$ cat config.mk
export PLATFORM = sky130hd
export DESIGN_NAME = pipeline_hazard_ctrl
export DESIGN_NICKNAME = d
export VERILOG_FILES = /design/src/rtl/hazard_pkg.sv /design/src/rtl/hazard_stall_timer.sv /design/src/rtl/pipeline_hazard_ctrl.sv
export SDC_FILE = /design/constraint.sdc
export NUM_CORES = 1
export LEC_CHECK = 0
export CAP_MARGIN = 20
export CELL_PAD_IN_SITES_DETAIL_PLACEMENT = 0
export CELL_PAD_IN_SITES_GLOBAL_PLACEMENT = 1
export CORE_AREA = 3 3 40 42
export CTS_BUF_LIST = sky130_fd_sc_hd__clkbuf_2 sky130_fd_sc_hd__clkbuf_4 sky130_fd_sc_hd__clkbuf_8
export DETAILED_ROUTE_END_ITERATION = 16
export DIE_AREA = 0 0 43 45
export DONT_BUFFER_PORTS = 1
export GPL_TIMING_DRIVEN = 0
export HOLD_SLACK_MARGIN = 0.12
export PLACE_DENSITY_LB_ADDON = 0.1
export REMOVE_ABC_BUFFERS = 1
export SETUP_SLACK_MARGIN = 0.05
export SLEW_MARGIN = 20
export SYNTH_ARGS = -nofsm -noshare
export SYNTH_HDL_FRONTEND = slang
export SYNTH_HIERARCHICAL = 1
export SYNTH_SLANG_ARGS = --single-unit
$ cat constraint.sdc
create_clock -name clk -period 2.8 [get_ports clk]
set_input_delay 0.56 -clock clk [delete_from_list [all_inputs] [get_ports clk]]
set_output_delay 0.56 -clock clk [all_outputs]
set_load 0.02 [all_outputs]
$ cat src/rtl/hazard_pkg.sv
// Shared types for the pipeline hazard controller: FSM state encoding,
// per-cycle action priority and the pipeline-control bundle driven by each
// action.
package hazard_pkg;

  // Load-stall FSM: RUN is the normal flow, LOAD_WAIT covers stall cycles 2..N.
  typedef enum logic {
    RUN       = 1'b0,
    LOAD_WAIT = 1'b1
  } hz_state_e;

  // Per-cycle action. When several conditions are true in the same cycle,
  // the highest-priority one wins: flush > freeze > load stall > run.
  typedef enum logic [1:0] {
    ACT_RUN    = 2'd0,
    ACT_LOAD   = 2'd1,
    ACT_FREEZE = 2'd2,
    ACT_FLUSH  = 2'd3
  } hz_act_e;

  // Pipeline enables and clears produced for each action.
  typedef struct packed {
    logic pc_write;
    logic if_id_write;
    logic id_ex_write;
    logic id_ex_bubble;
    logic if_id_flush;
  } hz_ctl_t;

  localparam hz_ctl_t CTL_RUN    = '{pc_write: 1'b1, if_id_write: 1'b1, id_ex_write: 1'b1,
                                     id_ex_bubble: 1'b0, if_id_flush: 1'b0};
  localparam hz_ctl_t CTL_LOAD   = '{pc_write: 1'b0, if_id_write: 1'b0, id_ex_write: 1'b1,
                                     id_ex_bubble: 1'b1, if_id_flush: 1'b0};
  localparam hz_ctl_t CTL_FREEZE = '{pc_write: 1'b0, if_id_write: 1'b0, id_ex_write: 1'b0,
                                     id_ex_bubble: 1'b0, if_id_flush: 1'b0};
  localparam hz_ctl_t CTL_FLUSH  = '{pc_write: 1'b1, if_id_write: 1'b1, id_ex_write: 1'b1,
                                     id_ex_bubble: 1'b1, if_id_flush: 1'b1};

  // Resolve the competing requests of one cycle into a single action.
  function automatic hz_act_e sel_act(input logic flush, input logic freeze,
                                      input logic load_stall);
    if (flush)      return ACT_FLUSH;
    if (freeze)     return ACT_FREEZE;
    if (load_stall) return ACT_LOAD;
    return ACT_RUN;
  endfunction

  // Map an action to the pipeline control bundle.
  function automatic hz_ctl_t act_ctl(input hz_act_e act);
    hz_ctl_t ctl;
    case (act)
      ACT_FLUSH:  ctl = CTL_FLUSH;
      ACT_FREEZE: ctl = CTL_FREEZE;
      ACT_LOAD:   ctl = CTL_LOAD;
      default:    ctl = CTL_RUN;
    endcase
    return ctl;
  endfunction

endpackage

$ cat src/rtl/hazard_stall_timer.sv
// Down counter timing the remaining load-use stall cycles. It loads
// LOAD_LAT-1 on the detection cycle, decrements once per LOAD_WAIT cycle,
// and flags the final stall cycle (count of one).
module hazard_stall_timer #(
  parameter int LOAD_LAT = 1
) (
  input  logic clk,
  input  logic rst_n,
  input  logic clr,
  input  logic load,
  input  logic dec,
  output logic last
);

  localparam int CW = $clog2(LOAD_LAT + 1);
  localparam logic [CW-1:0] LOAD_VAL = CW'(LOAD_LAT - 1);

  logic [CW-1:0] cnt;

  // Count register: clear on reset/flush, load on detection, hold when idle.
  always_ff @(posedge clk) begin
    if (!rst_n || clr) begin
      cnt <= '0;
    end else if (load) begin
      cnt <= LOAD_VAL;
    end else if (dec && (cnt != '0)) begin
      cnt <= cnt - CW'(1);
    end
  end

  assign last = (cnt == CW'(1));

endmodule

$ cat src/rtl/pipeline_hazard_ctrl.sv
// Hazard controller between ID and EX/MEM of the in-order pipeline.
// Stalls IF/ID for LOAD_LAT cycles on a load-use hazard, freezes the front
// end and ID/EX while a multi-cycle EX unit is busy, and flushes younger
// instructions on a taken branch/jump resolved in EX.
// Optional build macro HAZARD_PERF_CNT_EN adds saturating stall-cycle counters.
module pipeline_hazard_ctrl
  import hazard_pkg::*;
#(
  parameter int REG_AW   = 5,
  parameter int LOAD_LAT = 1,
  parameter int PERF_W   = 32
) (
  input  logic              clk,
  input  logic              rst_n,
  input  logic              mem_en_ex,
  input  logic              mem_read_ex,
  input  logic [REG_AW-1:0] rd_ex,
  input  logic [REG_AW-1:0] rs1_id,
  input  logic [REG_AW-1:0] rs2_id,
  input  logic              rs1_used_id,
  input  logic              rs2_used_id,
  input  logic              mc_busy_ex,
  input  logic              branch_taken_ex,
  output logic              pc_write,
  output logic              if_id_write,
  output logic              id_ex_write,
  output logic              id_ex_bubble,
  output logic              if_id_flush,
`ifdef HAZARD_PERF_CNT_EN
  output logic [PERF_W-1:0] load_stall_cycles,
  output logic [PERF_W-1:0] mc_stall_cycles,
`endif
  output logic              stall_active
);

  // A single-cycle stall needs no LOAD_WAIT state at all.
  localparam bit MULTI_CYC = (LOAD_LAT > 1);

  hz_state_e state_q, state_d;
  hz_act_e   act;
  hz_ctl_t   ctl;
  logic      hazard;
  logic      t_load, t_dec, t_clr, t_last;

  // x0 never carries a dependency, and unused sources never stall.
  assign hazard = mem_en_ex && mem_read_ex && (rd_ex != '0) &&
                  ((rs1_used_id && (rs1_id == rd_ex)) ||
                   (rs2_used_id && (rs2_id == rd_ex)));

  hazard_stall_timer #(
    .LOAD_LAT (LOAD_LAT)
  ) u_timer (
    .clk   (clk),
    .rst_n (rst_n),
    .clr   (t_clr),
    .load  (t_load),
    .dec   (t_dec),
    .last  (t_last)
  );

  // FSM state register.
  always_ff @(posedge clk) begin
    if (!rst_n) begin
      state_q <= RUN;
    end else begin
      state_q <= state_d;
    end
  end

  // Next state, timer control and pipeline outputs. In LOAD_WAIT the EX
  // stage holds a bubble, so the hazard term is ignored until RUN returns.
  always_comb begin
    act     = sel_act(branch_taken_ex, mc_busy_ex, (state_q == LOAD_WAIT) || hazard);
    ctl     = act_ctl(act);
    state_d = state_q;
    t_load  = 1'b0;
    t_dec   = 1'b0;
    t_clr   = 1'b0;
    case (act)
      ACT_FLUSH: begin
        state_d = RUN;
        t_clr   = 1'b1;
      end
      ACT_LOAD: begin
        if (state_q == LOAD_WAIT) begin
          t_dec = 1'b1;
          if (t_last) state_d = RUN;
        end else if (MULTI_CYC) begin
          state_d = LOAD_WAIT;
          t_load  = 1'b1;
        end
      end
      default: ;
    endcase
    if (!rst_n) ctl = CTL_RUN;
  end

  assign pc_write     = ctl.pc_write;
  assign if_id_write  = ctl.if_id_write;
  assign id_ex_write  = ctl.id_ex_write;
  assign id_ex_bubble = ctl.id_ex_bubble;
  assign if_id_flush  = ctl.if_id_flush;
  assign stall_active = rst_n && (state_q == LOAD_WAIT);

`ifdef HAZARD_PERF_CNT_EN
  // Increment that sticks at the all-ones value.
  function automatic logic [PERF_W-1:0] sat_inc(input logic [PERF_W-1:0] v);
    return (&v) ? v : v + PERF_W'(1);
  endfunction

  // Stall-cycle counters: load bubbles and multi-cycle freezes.
  always_ff @(posedge clk) begin
    if (!rst_n) begin
      load_stall_cycles <= '0;
      mc_stall_cycles   <= '0;
    end else begin
      if (act == ACT_LOAD)   load_stall_cycles <= sat_inc(load_stall_cycles);
      if (act == ACT_FREEZE) mc_stall_cycles   <= sat_inc(mc_stall_cycles);
    end
  end
`else
  logic unused_perf_w;
  assign unused_perf_w = ^PERF_W;
`endif

endmodule

# Word level (Yosys, flattened, before mapping)
# Index checks and enable logic that the tools add are counted.
# word_totals
elab_cells,41
ff_bits,2
# classes
add_sub_neg,1
eq_ne,5
reduce_logical,13
mux,20
# ops
cell,n
$pmux 5 s3,1
$mux 2,6
$mux 1,11
$eq 5x5->1,2
$logic_and 1x1->1,7
$mux 5,1
$reduce_bool 5->1,1
$eq 2x2->1 const B,2
$logic_or 1x1->1,3
$eq 2x1->1 const B,1
$pmux 1 s2,1
$reduce_bool 2->1,1
$logic_not 1->1,1
$sub 1x1->1 const B,1

# Depth between registers and ports, before layout
# depth
ltp_word,14
ltp_mapped,7
ltp_nobuf,7

# By module
# Netlist, hierarchy kept.
# modules_own_cells
module,area_per_inst_um2,seq_area_each_um2,n_inst,cells_per_inst
pipeline_hazard_ctrl,255.2,20.0,1,36
hazard_stall_timer,33.8,20.0,1,3

# Worst setup path after synthesis
# Ideal clock, no wire load.
# synth_timing
kind,in2out
startpoint,input rd_ex[1]
endpoint,output pc_write
required_time_ns,2.240
path_slack_ns,0.237
cell_stages,6
arrival_time_ns,2.003
path_cell_list,or4_1 o2111ai_2 o21ai_0 ha_1 nand2_1 buf_4
# synth_between
elab_chain_cells,14
elab_cells_between_ends,21
classes_between,5 x eq/ne; 9 x mux; 7 x reduce/logical
# synth_rtl
item,line_no,rtl
from (decl),pipeline_hazard_ctrl.sv:17,"input logic [REG_AW-1:0] rd_ex,"
$eq 5x5->1 (on tied branches),"pipeline_hazard_ctrl.sv:47, pipeline_hazard_ctrl.sv:48",
$logic_and 1x1->1 (on tied branches),"pipeline_hazard_ctrl.sv:47, pipeline_hazard_ctrl.sv:48",
$logic_or 1x1->1,pipeline_hazard_ctrl.sv:47,((rs1_used_id && (rs1_id == rd_ex)) ||
$logic_and 1x1->1 *,pipeline_hazard_ctrl.sv:46,assign hazard = mem_en_ex && mem_read_ex && (rd_ex != '0) &&
$logic_or 1x1->1 *,pipeline_hazard_ctrl.sv:73,"act = sel_act(branch_taken_ex, mc_busy_ex, (state_q == LOAD_WAIT) || hazard);"
$mux 1 (2 in a row),hazard_pkg.sv:44,if (load_stall) return ACT_LOAD;
$mux 1,hazard_pkg.sv:43,if (freeze) return ACT_FREEZE;
$mux 2 *,hazard_pkg.sv:45,return ACT_RUN;
$mux 2 *,hazard_pkg.sv:44,
$mux 2 *,hazard_pkg.sv:43,
$eq 2x1->1 or $eq 2x2->1 (tied branches),hazard_pkg.sv:51,case (act)
$pmux 5 s3 *,hazard_pkg.sv:51,
$mux 5 *,pipeline_hazard_ctrl.sv:95,if (!rst_n) ctl = CTL_RUN;
to (decl),pipeline_hazard_ctrl.sv:24,"output logic pc_write,"
# Every way passes the cells marked *; elsewhere a longest branch is shown, timed or not. The select of a mux whose other input is x is not followed.

# Worst setup path after layout
# Same ends and word-level chain as after synthesis.

==> results by group <==
Route
  – Detail Route Antenna Nets: 0
  – Via count: 275
  – Detailed Route WL: 790 um
  – First-pass iteration count of the detailed router: 1
  – DRC: 0
  – Vias/cell: 4.911
  – Initial DRC count: 0
  – Routed length per instance: between 10 and 15 um

STA
  – Tcrit/Tclk final: 91.78%
  – Unrepaired setup endpoints after global routing: false
  – Clock Skews: 5.274 ps
  – Max Clock Freq: 389.1 MHz
  – TNS Setup: 0 ps
  – Final min period: 2570 ps
  – Final Hold Vio Count: 0
  – Final Max Slew Viols: 0
  – Final setup viols: 0

Synth
  – Compound-Gate Fraction of Synth Area: 15.58%
  – Synth Area in Simple Gates: 28.14%
  – Top FF cell, synth: dfxtp_1
  – Yosys warns: 6
  – Mux cell area share after synthesis: 0%
  – Post-synthesis sequential element count: 2
  – FFs w/ async S/R, synth: 0%
  – Synth Area in XOR/XNOR: 30.30%
  – Number of enable flip-flop cells after synthesis: 0
  – Post-Syn Area: 289.0 sq um
  – Seq/Total Area, Yosys: 13.85%
  – Syn avg cell area: ~7.4 sq um
  – Netlist cell types: 21
  – Largest family of logic cells by synthesized area: XOR/XNOR gates
  – Cells after Synth: 39
  – Adder-cell share of the synthesized area: 4.329%

Pwr
  – Power per standard cell area: 379.4 nW/um^2
  – Leakage: between 0.0001 and 0.00015 uW
  – Peak supply drop: between 0.1 and 0.15 mV

Setup path
  – Endpoint class of the critical path: output pin
  – CP max FO: 3
  – Crit path kind: in -> out
  – R2R Path End: u_timer/last
  – Worst R2R Setup Slack: 1650 ps
  – Crit path from: rd_ex[1]
  – Arr. time, crit path: 2010 ps
  – R2r startpoint: state_q
  – R2R cell count: 5
  – Critical Path RT: 2240 ps
  – Startpoint types: input pin

Min path
  – Hold crit path type: reg -> reg
  – Worst hold path endpoint: state_q
  – Hold path startpoint: u_timer/last
  – Hold Path Depth: 1

GRT
  – Initial antenna violation count: 0
  – First-pass GRT wire length: 1.152 mm
  – Vias in the first global route: 288
  – Grt total ovfl: 0
  – Global Route Usage Sum: 8.555%
  – Largest net degree at the start of global routing: 5

Finish
  – Flip-flop and latch area: around 40 sq um
  – Final Net Count: 67
  – Post-route design area: between 300 and 400 sq um
  – Inserted Diodes: 0
  – Fraction of layout cells with a size suffix above 1: roughly an eighth
  – Footprint of the multi-input gates: roughly 230 sq um
  – Fillers: around 150
  – Syn-to-layout area delta: 11.69%

Clock tree
  – Post-cts sizing count: 0
  – CTS tree: built
  – Post-CTS setup buffers: 0
  – Root Buffer: clkbuf_4
  – Clk sinks: 2
  – CTS H-tree depth: 1
  – Clock Pin Slew Worst Setup and Hold Paths: about 30 ps
  – CTS max path bufs: 2
  – Hold Buf Count CTS: 0
  – Clk_lat worst skew: 230 ps
  – Num CTS Buffers: 3

Placement
  – IO Port Bufs: 0
  – Gpl congestion: 0.7719
  – Hpwl dp: between 600 and 700 um
  – Cell Area, Placed: 300.3 sq um

Die
  – Num ports: 29
  – Die W: 43 um
  – # rows: 13
  – Core Region: 1285 sq um
  – Die Y-Extent: 45 um
  – Die Area: 1935 sq um
  – Initial Utilization: roughly 22%

Flow run
  – Max cap viols: 0

Run status
  – Status: complete, no violations
## power by group
part | leakage, uW | switching [uW] | internal (uW)
Combinational | 0.0000938 | 16.1 | 12.4
Sequential | 0.0000161 | 0 | 28.7
Clock | 0.0000138 | 17.9 | 47.4
Total | 0.000124 | 33.9 | 88.5
## cell usage after synthesis, types with 2 or more instances
master | number | area share [%]
a21oi_1 | 2 | 3.5
dfxtp_1 | 2 | 14
inv_1 | 3 | 3.9
nand2_1 | 3 | 3.9
nor2_1 | 4 | 5.2
nor4_1 | 2 | 4.3
xnor2_1 | 2 | 6.1
xor2_1 | 8 | 24
## critical path, stage by stage
cell and delay (ps):
or4_1 550, o2111ai_2 190, o21ai_0 110, ha_1 300
nand2_1 300
## final cells by class
cell class              count  area share, %
multi-input cells          33          71.32
flip-flops and latches      2          12.40
well taps                  15          5.814
inverters                   3          3.488
clock buffers               3          6.977
## sequential cells by signal, summed over array words and instances (netlist names)
signal,flops
state_q,1
u_timer/last,1
## kinds of logic (layout without fill, tap and decap cells)
logic type | Yosys count | count (layout)
simple gates | 15 | 15
buf+inv | 4 | 6
other cells | 1 | 1
fa+ha+maj | 1 | 1
flops | 2 | 2
xor+xnor | 10 | 10
compound gates | 6 | 6
## stage by stage
step | utilization (%) | cells | total power, uW | setup WS (ps) | hold slack [ps]
2_1_floorplan | - | 38 | 54.70 | 313.3 | 399.6
3_3_place_gp | 23.37 | 53 | 57.70 | 222.7 | 418.1
3_5_place_dp | 23.37 | 53 | 57.91 | 218.1 | 423.5
4_1_cts | 25.12 | 56 | 128.4 | 211.0 | 418.0
5_1_grt | 25.12 | 56 | 135.3 | 153.9 | 455.6
6_report | 25.12 | 56 | 122.5 | 230.2 | 415.1
## cell usage in the layout (no fill, tap or decap), types with 2 or more instances in the layout
master and count:
xor2_1 8, xnor2_1 2, dfxtp_1 2, nand2_1 3, inv_1 3, clkbuf_4 3
a21oi_1 2, nor2_1 4, nor4_1 2
## worst max-delay path by stage
stage	end	slack, ps	cells after the start
after floorplan	if_id_write	310	5
after global placement	pc_write	220	5
after global routing	pc_write	150	5
after CTS	pc_write	210	5
after detailed placement	pc_write	220	5
final	pc_write	230	5
## layer usage
layer  vias up  part of all wire (%)  global-route usage, %  wire (um)
met2        21                    49                  12.87        385
li1        137                     -                      -          -
met4         0                     0                  9.036          0
met1       117                    34                  7.895        266
met3         0                    18                  4.781        139
met5         -                     0                      0          0
Power figures use the tool's default switching activity.
